==> src/rtl/cpu_ctrl_fsm.sv <==
// Multi-cycle control sequencer: walks each instruction through fetch, decode, execute,
// memory and writeback, driving datapath enables and tracking halt/illegal/retire status.
module cpu_ctrl_fsm #(
    parameter int unsigned CNT_W   = 32,
    parameter int unsigned TIMEOUT = 255
) (
    input  logic             clk,
    input  logic             rst_n,
    input  logic [5:0]       opcode,
    input  logic             alu_zero,
    input  logic             mem_ready,
    output logic             mem_req,
    output logic             mem_we,
    output logic             mem_addr_sel,
    output logic             ir_we,
    output logic             pc_we,
    output logic [1:0]       pc_src,
    output logic             alu_src_imm,
    output logic             imm_zero_ext,
    output logic [2:0]       alu_op,
    output logic             reg_we,
    output logic             wb_sel,
    output logic             halted,
    output logic             illegal,
    output logic [CNT_W-1:0] retired,
    output logic [2:0]       state_o
);

    localparam int unsigned WaitW = $clog2(TIMEOUT + 1);
    localparam logic [WaitW-1:0] WaitLast = WaitW'(TIMEOUT - 1);

    localparam logic [5:0] OpRtype = 6'h00;
    localparam logic [5:0] OpAddi  = 6'h01;
    localparam logic [5:0] OpAndi  = 6'h02;
    localparam logic [5:0] OpOri   = 6'h03;
    localparam logic [5:0] OpLw    = 6'h04;
    localparam logic [5:0] OpSw    = 6'h05;
    localparam logic [5:0] OpBeq   = 6'h06;
    localparam logic [5:0] OpHalt  = 6'h3F;

    localparam logic [1:0] PcSeq    = 2'd0;
    localparam logic [1:0] PcBranch = 2'd1;
    localparam logic [1:0] PcHold   = 2'd2;

    typedef enum logic [2:0] {
        StFetch  = 3'd0,
        StDecode = 3'd1,
        StExec   = 3'd2,
        StMem    = 3'd3,
        StWb     = 3'd4,
        StHalt   = 3'd5,
        StError  = 3'd6
    } state_e;

    state_e           state_q, state_d;
    logic [WaitW-1:0] wait_q, wait_d;
    logic [5:0]       opcode_q, opcode_d;
    logic             halted_q, halted_d;
    logic             illegal_q, illegal_d;
    logic [CNT_W-1:0] retired_q, retired_d;

    // Operand controls decoded from the latched opcode
    logic       dec_src_imm;
    logic       dec_zero_ext;
    logic [2:0] dec_alu_op;

    always_comb begin
        dec_src_imm  = 1'b0;
        dec_zero_ext = 1'b0;
        dec_alu_op   = 3'd0;
        unique case (opcode_q)
            OpRtype: dec_alu_op = 3'd7;
            OpAddi:  dec_src_imm = 1'b1;
            OpAndi: begin
                dec_src_imm  = 1'b1;
                dec_zero_ext = 1'b1;
                dec_alu_op   = 3'd2;
            end
            OpOri: begin
                dec_src_imm  = 1'b1;
                dec_zero_ext = 1'b1;
                dec_alu_op   = 3'd3;
            end
            OpLw, OpSw: dec_src_imm = 1'b1;
            OpBeq:   dec_alu_op = 3'd1;
            default: ;
        endcase
    end

    always_comb begin
        state_d      = state_q;
        opcode_d     = opcode_q;
        halted_d     = halted_q;
        illegal_d    = illegal_q;
        retired_d    = retired_q;
        mem_req      = 1'b0;
        mem_we       = 1'b0;
        mem_addr_sel = 1'b0;
        ir_we        = 1'b0;
        pc_we        = 1'b0;
        pc_src       = PcHold;
        alu_src_imm  = 1'b0;
        imm_zero_ext = 1'b0;
        alu_op       = 3'd0;
        reg_we       = 1'b0;
        wb_sel       = 1'b0;

        case (state_q)
            StFetch: begin
                mem_req = 1'b1;
                if (mem_ready) begin
                    ir_we   = 1'b1;
                    pc_we   = 1'b1;
                    pc_src  = PcSeq;
                    state_d = StDecode;
                end else if (wait_q == WaitLast) begin
                    illegal_d = 1'b1;
                    state_d   = StError;
                end
            end
            StDecode: begin
                opcode_d = opcode;
                if (opcode <= OpBeq) begin
                    state_d = StExec;
                end else if (opcode == OpHalt) begin
                    halted_d = 1'b1;
                    state_d  = StHalt;
                end else begin
                    illegal_d = 1'b1;
                    state_d   = StError;
                end
            end
            StExec: begin
                alu_op       = dec_alu_op;
                alu_src_imm  = dec_src_imm;
                imm_zero_ext = dec_zero_ext;
                if (opcode_q == OpBeq) begin
                    if (alu_zero) begin
                        pc_we  = 1'b1;
                        pc_src = PcBranch;
                    end
                    retired_d = retired_q + 1'b1;
                    state_d   = StFetch;
                end else if (opcode_q == OpLw || opcode_q == OpSw) begin
                    state_d = StMem;
                end else begin
                    state_d = StWb;
                end
            end
            StMem: begin
                alu_src_imm  = dec_src_imm;
                imm_zero_ext = dec_zero_ext;
                mem_req      = 1'b1;
                mem_addr_sel = 1'b1;
                mem_we       = (opcode_q == OpSw);
                if (mem_ready) begin
                    if (opcode_q == OpSw) begin
                        retired_d = retired_q + 1'b1;
                        state_d   = StFetch;
                    end else begin
                        state_d = StWb;
                    end
                end else if (wait_q == WaitLast) begin
                    illegal_d = 1'b1;
                    state_d   = StError;
                end
            end
            StWb: begin
                alu_src_imm  = dec_src_imm;
                imm_zero_ext = dec_zero_ext;
                reg_we       = 1'b1;
                wb_sel       = (opcode_q == OpLw);
                retired_d    = retired_q + 1'b1;
                state_d      = StFetch;
            end
            StHalt, StError: ;
            default: begin
                illegal_d = 1'b1;
                state_d   = StError;
            end
        endcase

        // Bus wait counter restarts whenever the state changes
        if (state_d == state_q && (state_q == StFetch || state_q == StMem)) begin
            wait_d = wait_q + 1'b1;
        end else begin
            wait_d = '0;
        end

        // Suppress every write while reset is asserted so an aborted instruction leaves no trace
        if (!rst_n) begin
            mem_req      = 1'b0;
            mem_we       = 1'b0;
            mem_addr_sel = 1'b0;
            ir_we        = 1'b0;
            pc_we        = 1'b0;
            pc_src       = PcHold;
            alu_src_imm  = 1'b0;
            imm_zero_ext = 1'b0;
            alu_op       = 3'd0;
            reg_we       = 1'b0;
            wb_sel       = 1'b0;
        end
    end

    always_ff @(posedge clk) begin
        if (!rst_n) begin
            state_q   <= StFetch;
            wait_q    <= '0;
            opcode_q  <= 6'h00;
            halted_q  <= 1'b0;
            illegal_q <= 1'b0;
            retired_q <= '0;
        end else begin
            state_q   <= state_d;
            wait_q    <= wait_d;
            opcode_q  <= opcode_d;
            halted_q  <= halted_d;
            illegal_q <= illegal_d;
            retired_q <= retired_d;
        end
    end

    assign halted  = halted_q;
    assign illegal = illegal_q;
    assign retired = retired_q;
    assign state_o = state_q;

endmodule

==> config.mk <==
export PLATFORM = sky130hd
export DESIGN_NAME = cpu_ctrl_fsm
export DESIGN_NICKNAME = d
export VERILOG_FILES = /design/src/rtl/cpu_ctrl_fsm.sv
export SDC_FILE = /design/constraint.sdc
export NUM_CORES = 1
export LEC_CHECK = 0
export BUFFER_PORTS_ARGS = -buffer_cell sky130_fd_sc_hd__buf_4
export CAP_MARGIN = 10
export CELL_PAD_IN_SITES_DETAIL_PLACEMENT = 2
export CELL_PAD_IN_SITES_GLOBAL_PLACEMENT = 2
export CORE_MARGIN = 10
export CORE_UTILIZATION = 31
export DETAILED_ROUTE_END_ITERATION = 7
export PLACE_DENSITY_LB_ADDON = 0.1
export SETUP_SLACK_MARGIN = 0.02
export SLEW_MARGIN = 20
export SYNTH_ARGS = -nofsm -noshare
export SYNTH_HDL_FRONTEND = slang
export SYNTH_SLANG_ARGS = --single-unit
==> constraint.sdc <==
create_clock -name clk -period 2.4 [get_ports clk]
set_input_delay 0.24 -clock clk [delete_from_list [all_inputs] [get_ports clk]]
set_output_delay 0.24 -clock clk [all_outputs]
set_load 0.05 [all_outputs]
==> flow_summary.ini, run 1 <==
[outcome]
status = completed

[timing]
clock_skew_ps = 9.299
finalCritPeriodShare_pct = 92.52
rsz0062_at_grt = no
setup_violations = 0
timing.fmax_ghz = 0.4504
slew_headroom_pct = 67.67
finalMaxSlewViolations = 0
period_needed_ps = 2220
worst_pin_slew_ps = 480.6
hold_slack_ps = 201.6
final_hold_viol_count = 0

[global_routing]
grt_util_all_layers_pct = 13.56
grt_start_max_net_pins = 31
grt_pass1_wl_um = 14850
antenna_found_initial = 0
grt_overflow = 0
grt_pass1_vias = 2908

[clock_network]
postCtsSetupBuffers = 0
cts.path.max_buffers = 2
cts.repair.resized = 0
cts_tree = done
htreeDepth = 2
numCtsBuffers = 5
hold_buffers = 0
cts.clk_slew.worst_paths_ps = 90
cts.sinks = 51
insertion_delay_ps = 300
root_buffer = clkbuf_8

[final_layout]
multi_input_area_mm2 = 0.001688
nets = 401
fin_cells = 495
drive_above_1_share_pct = 26.10
regArea_mm2 = 0.001022
area_growth_pct = 28.36
n_antenna_cell = 0
fillers = 1036
final_core_util_pct = 40.65

[setup_path]
critPathKind = reg -> reg
r2r_slack_ps = 180
rr_worst_depth = 5
worstPathMaxFanout = 6
crit_required_ps = 2640
cp-start-kind = register
cp-end-kind = register
rr_startpoint = opcode_q[3]
r2r_end = retired[29]
crit_path_max_incr_delay_ps = 590
crit_slowest_cell = or4b_4
cpLargestDelayFamily = simple AND/OR/NAND/NOR gates
crit_buf_inv = 0
worstPathArrival_ps = 2460
crit_chain = or4b_4 -> a211oi_4 -> o2111ai_2 -> or4_1 -> a21boi_1

[yosys]
ys.flop_type = dfxtp_1
ys_seq_area_share_pct = 37.33
synthArstFlopShare_pct = 0
synthesis.nets = 335
synth_commonest_cells = dfxtp_1 (51), and2_1 (29), xnor2_1 (25)
yosys.area.top_type_share_pct = 37.33
ys_warn_count = 0
synth_edf_count = 0
synth.largest_area_cell = dfxtp_1
yosys-top-cells-area = dfxtp_1 (37%), xnor2_1 (8.0%), and2_1 (6.6%)
syn_inst = 322
synth_seq_cells = 51
yosysMostFrequentCell = dfxtp_1
ys_types = 46
synth_area_mm2 = 0.002735
avgSynthCellArea_um2 = 8.494

[pwr]
p_total_w = 0.001905
p_leak_nw = 1.304
ir_drop_mv = 0.2420
p_per_area_mw_per_mm2 = 542.7

[floorplan]
core_area_mm2 = 0.008636
die_y_um = 113.9
die_width_um = 113.9
start_util_pct = 31.67
num_rows = 34
dieArea_mm2 = 0.01298
ios = 61

[routing]
drt-initial-drc-count = 76
avgRoutedWirePerCell_um = 17.30
firstDrtPassIters = 4
viasPerCell = 5.339
vias = 2643
ant_nets = 0
drc = 0
wirelength_um = 8565

[hold_path]
worstHoldStart = opcode[2]
worstHoldEndpoint = opcode_q[2]
hold_class = in -> reg
whs_path_depth = 3

[placement]
place_congestion = 0.7473
hpwlAfterDp_um = 6577
dp.cells = 489
io_buffers = 60

[job]
max-cap-violations = 0
cell type report:
class	instances	area share, %
multi-input cells	248	48.08
flip-flops and latches	51	29.12
repair buffers	76	16.25
well taps	108	3.849
clock buffers	6	2.067
inverters	6	0.6415
cell families (layout without fill, tap and decap cells):
family          count (synthesis)  in the layout  synth area share (%)
xor+xnor                       30             30                 9.607
compound gates                 70             70                 18.85
flops                          51             51                 37.33
simple gates                  144            144                 29.23
fa+ha+maj                       3              3                 1.373
buf+inv                        23             88                 3.202
mux                             1              1                0.4117
placed cells by master (no fill, tap or decap), types with 2 or more instances in the layout:
cell type / count
a211oi_1: 3
a21boi_0: 9
a21boi_1: 2
a21oi_1: 7
and2_1: 29
and3_1: 6
and3_2: 2
and4_1: 3
buf_4: 76
clkbuf_8: 5
dfxtp_1: 50
ha_1: 3
inv_1: 6
nand2_1: 23
nand2b_1: 4
nand3_1: 12
nand4_1: 9
nand4b_1: 2
nor2_1: 19
nor2b_1: 2
nor3_1: 9
nor3_2: 4
nor4_1: 5
nor4_2: 2
o2111ai_1: 10
o211ai_1: 8
o21a_1: 8
o21ai_0: 10
o31ai_1: 3
or3_1: 5
xnor2_1: 25
xor2_1: 5
per-layer routing:
metal | up-vias | global-route usage [%] | wire [um]
li1 | 1284 | - | -
met2 | 43 | 23.77 | 4305
met1 | 1310 | 15.92 | 3735
met5 | - | 0 | 0
met4 | 0 | 3.258 | 86
met3 | 6 | 3.727 | 438
stage by stage:
step / area, um^2 / setup TNS [ps] / worst slack (ps)
floorplan: 2786 / -765.6 / -300.3
global route: 3511 / 0 / 38.73
CTS: 3500 / 0 / 82.09
finish: 3511 / 0 / 179.6
detailed placement: 3427 / 0 / 166.5
global placement: 3427 / 0 / 216.3
sequential cells by signal, summed over array words and instances (netlist names):
name,cells
halted,1
illegal,1
opcode_q,6
retired,32
state_o,3
wait_q,8
power breakdown:
group,internal [W],leakage [nW],switching [W]
registers,0.000877,0.413,0.0000291
logic,0.000171,0.855,0.000358
clock network,0.000196,0.0371,0.000276
total,0.00124,1.30,0.000662
worst min-delay path, cell delays in order:
cell      delay, ps
buf_4           110
nand2_1          50
a21boi_0         60
how the worst max path moves through the flow:
| stage | cells after the start | end | slack (ps) | start |
|---|---|---|---|---|
| 3_5_place_dp | 5 | retired[29] | 170 | opcode_q[3] |
| 5_1_grt | 5 | retired[29] | 40 | opcode_q[3] |
| 4_1_cts | 4 | alu_op[2] | 80 | opcode_q[3] |
| 2_1_floorplan | 4 | pc_src[1] | -300 | state_o[1] |
| 3_3_place_gp | 5 | retired[27] | 220 | opcode_q[3] |
| 6_report | 5 | retired[29] | 180 | opcode_q[3] |
Note: power is estimated with default switching activity, not from simulation.
==> inputs of run 2 (changes only) <==
- CTS_BUF_LIST: not set -> sky130_fd_sc_hd__clkbuf_4
==> flow_summary.ini, run 2 (synthesized netlist as in run 1, its figures left out) <==
[setup_path]
worstPathMaxFanout = 6
rr_startpoint = opcode_q[3]
cp-end-kind = register
rr_worst_depth = 5
critPathKind = reg -> reg
r2r_slack_ps = 180
crit_buf_inv = 0
cp-start-kind = register
crit_slowest_cell = or4b_4
cpLargestDelayFamily = simple AND/OR/NAND/NOR gates
worstPathArrival_ps = 2520
crit_path_max_incr_delay_ps = 590
crit_required_ps = 2700
crit_chain = or4b_4 -> a211oi_4 -> o2111ai_2 -> or4_1 -> a21boi_1
r2r_end = retired[29]

[floorplan]
ios = 61
num_rows = 34
core_area_mm2 = 0.008636
die_width_um = 113.9
start_util_pct = 31.67
die_y_um = 113.9
dieArea_mm2 = 0.01298

[timing]
finalCritPeriodShare_pct = 92.48
final_hold_viol_count = 0
period_needed_ps = 2220
slew_headroom_pct = 58.89
timing.fmax_ghz = 0.4505
worst_pin_slew_ps = 612.6
clock_skew_ps = 15.42
rsz0062_at_grt = no
finalMaxSlewViolations = 0
setup_violations = 0

[final_layout]
largest_reg_flops = 32
mostFrequentLayoutCells = buf_4 (75), dfxtp_1 (50), and2_1 (29), xnor2_1 (25), nand2_1 (23)
final_common_cell = buf_4
drive_above_1_share_pct = 26.10
area_growth_pct = 27.54
nets = 401
fin_cells = 495
design_area_mm2 = 0.003488
n_antenna_cell = 0

[placement]
io_buffers = 60
place_congestion = 0.7473
hpwlAfterDp_um = 6577
placed_cell_area_mm2 = 0.003427
dp.cells = 489

[clock_network]
htreeDepth = 2
cts.path.max_buffers = 2
cts.clk_slew.worst_paths_ps = 140
hold_buffers = 0
insertion_delay_ps = 360
numCtsBuffers = 5
cts_tree = done
cts.sinks = 51
root_buffer = clkbuf_4

[global_routing]
grt_start_max_net_pins = 31
antenna_found_initial = 0
grt_overflow = 0
use_met2_pct = 23.80
grt_pass1_vias = 2903
grtUsageMet1_pct = 16.01
grt_pass1_wl_um = 14850
grt_util_all_layers_pct = 13.57
grtUsageMet3_pct = 3.727
gr-max-usage-layer = met2

[pwr]
p_leak_nw = 1.296
p_per_area_mw_per_mm2 = 519.9
ir_drop_mv = 0.2518
p_total_w = 0.001814

[routing]
firstDrtPassIters = 4
drc = 0
avgRoutedWirePerCell_um = 17.33
vias = 2644
viasPerCell = 5.341
ant_nets = 0
drt-initial-drc-count = 88
wirelength_um = 8579

[hold_path]
worstHoldEndpoint = opcode_q[2]
worstHoldStart = opcode[2]
whs_path_depth = 3
hold_class = in -> reg

[outcome]
status = completed

[job]
max-cap-violations = 0
-- run 2: cell counts in the layout (fill, tap and decap cells not counted) --
No cell type changed its count.
-- run 2: cell type report --
type	count	area (um^2)
Clock buffer	6	45.04
Sequential cell	51	1022
Tap cell	108	135.1
Inverter	6	22.52
Timing Repair Buffer	76	574.3
Fill cell	1042	5147
Multi-Input combinational cell	248	1689
-- run 2: worst max path at each step --
stage                startpoint     endpoint  slack (ps)  cells after the start
global route        opcode_q[3]  retired[27]          30                      5
floorplan            state_o[1]    pc_src[1]        -300                      4
global placement    opcode_q[3]  retired[27]         220                      5
finish              opcode_q[3]  retired[29]         180                      5
detailed placement  opcode_q[3]  retired[29]         170                      5
CTS                 opcode_q[1]    pc_src[1]          90                      7
-- run 2: report_power, final --
group | switching (W) | internal [W]
clock | 0.000260 | 0.000117
sequential | 0.0000292 | 0.000878
combinational | 0.000356 | 0.000174
total | 0.000646 | 0.00117
-- run 2: per-layer routing --
metal / vias to the layer above / part of all wire, %
met3: 4 / 5.1
met1: 1308 / 44
li1: 1287 / -
met4: 0 / 0.75
met2: 45 / 50
met5: - / 0
-- run 2: what timing repair did --
action,in CTS,in global routing
pin swaps,0,1
resized for setup,1,3
setup endpoints to repair,1,5
setup buffers,0,0
-- run 2: stage by stage --
step | hold WS [ps] | setup TNS [ps] | util [%] | worst slack, ps
final | 134.4 | 0 | 40.39 | 180.4
after detailed placement | 480.8 | 0 | 39.68 | 166.5
after global routing | 119.0 | 0 | 40.39 | 33.62
after CTS | 122.6 | 0 | 40.26 | 90.93
after floorplan | 384.9 | -765.6 | - | -300.3
after global placement | 477.6 | 0 | 39.68 | 216.3
-- run 2: worst min-delay path: stages --
cell	delay, ps
buf_4	110
nand2_1	50
a21boi_0	60
==> inputs of run 3 (changes only) <==
- PLACE_DENSITY: not set -> 0.88
- PLACE_DENSITY_LB_ADDON: 0.1 -> not set
- RECOVER_POWER: not set -> 50
==> flow_summary.ini, run 3 (synthesized netlist as in run 1, its figures left out) <==
[timing]
rsz0062_at_grt = no
timing.fmax_ghz = 0.4392
setup_violations = 0
period_needed_ps = 2277
worst_pin_slew_ps = 675.3
slew_headroom_pct = 54.68
hold_slack_ps = 127.1
finalCritPeriodShare_pct = 94.87
final_hold_viol_count = 0
clock_skew_ps = 17.25
finalMaxSlewViolations = 0

[outcome]
status = completed

[routing]
viasPerCell = 5.582
ant_nets = 0
vias = 2752
firstDrtPassIters = 4
wirelength_um = 10150
avgRoutedWirePerCell_um = 20.58
drt-initial-drc-count = 114
drc = 0

[floorplan]
die_y_um = 113.9
core_area_mm2 = 0.008636
die_width_um = 113.9
num_rows = 34
start_util_pct = 31.67
dieArea_mm2 = 0.01298
ios = 61

[final_layout]
drive_above_1_share_pct = 17.14
final_core_util_pct = 38.87
mostFrequentLayoutCells = dfxtp_1 (50), buf_4 (38), clkbuf_1 (33), and2_1 (28), xnor2_1 (25)
largest_reg_flops = 32
nets = 397
final_common_cell = dfxtp_1
area_growth_pct = 22.74
fin_cells = 493
n_antenna_cell = 0
design_area_mm2 = 0.003357

[global_routing]
grt_pass1_vias = 2988
grt_util_all_layers_pct = 15.43
grt_start_max_net_pins = 32
grt_pass1_wl_um = 16430
antenna_found_initial = 0
grt_overflow = 0

[setup_path]
worstPathArrival_ps = 2040
cp-end-kind = output pin
crit_slowest_cell = dfxtp_1
crit_chain = buf_6 -> nor2b_4 -> nand4_1 -> mux2_2 -> nor3_4 -> inv_1 -> buf_4
cpLargestDelayFamily = simple AND/OR/NAND/NOR gates
critPathKind = reg -> out
crit_required_ps = 2160
crit_path_max_incr_delay_ps = 390
crit_buf_inv = 3
worstPathMaxFanout = 11
cp-start-kind = register

[clock_network]
hold_buffers = 0
numCtsBuffers = 5
cts.path.max_buffers = 2
cts_tree = done
root_buffer = clkbuf_4
insertion_delay_ps = 390
cts.clk_slew.worst_paths_ps = 140
htreeDepth = 2
cts.sinks = 51

[placement]
placed_cell_area_mm2 = 0.003397
dp.cells = 485
hpwlAfterDp_um = 7248
place_congestion = 0.7703
io_buffers = 60

[hold_path]
hold_class = in -> reg

[pwr]
ir_drop_mv = 0.2134
p_per_area_mw_per_mm2 = 559.4
p_leak_nw = 1.139

[job]
max-cap-violations = 0
-- run 3: changes by cell type in the layout (fill, tap and decap cells not counted), sizes merged --
cell	previous run	this run
clkinvlp	0	1
clkinv	0	1
buf	76	39
clkbuf	6	39
-- run 3: tightest hold or removal path, stage by stage --
cell	delay, ps
buf_4	120
nand2_1	50
a21boi_0	60
-- run 3: path summary, 6_finish.rpt --
path	cells past startpoint	endpoint	from	slack (ps)
hold reg to reg	2	opcode_q[4]	opcode_q[4]	510
setup reg to reg	5	retired[25]	opcode_q[3]	150
setup / recovery	7	pc_src[1]	opcode_q[1]	120
hold / removal	3	opcode_q[5]	opcode[5]	130
-- run 3: layout make-up --
type,instances,area (um^2)
sequential,51,1022
inverter,6,22.52
clock inverter,2,12.51
timing repair buffer,72,420.4
tap,108,135.1
clock buffer,6,45.04
multi-input combinational,248,1699
fill,996,5279
-- run 3: what timing repair did --
action,4_1_cts,5_1_grt
pin swaps,0,2
setup buffers,0,0
endpoints found under the setup margin,4,6
resized for setup,4,3
-- run 3: metrics by stage --
step	TNS [ps]	total power [W]	worst slack (ps)
4_1_cts	0	0.001894	42.64
2_1_floorplan	-765.6	0.001280	-300.3
5_1_grt	0	0.001989	13.46
6_report	0	0.001878	123.1
3_3_place_gp	0	0.001433	261.6
3_5_place_dp	0	0.001455	167.6
-- run 3: power breakdown --
part	total (W)	internal, W	switching (W)
logic	0.000538	0.000161	0.000377
clock network	0.000425	0.000125	0.000300
registers	0.000914	0.000879	0.0000357
-- run 3: per-layer routing --
| metal | part of all wire [%] | global-route usage (%) | vias to the layer above |
|---|---|---|---|
| met2 | 51 | 26.65 | 68 |
| met3 | 4.2 | 3.570 | 16 |
| met1 | 43 | 17.82 | 1388 |
| met4 | 2.1 | 6.433 | 0 |
| li1 | - | - | 1280 |
| met5 | 0 | 0 | - |
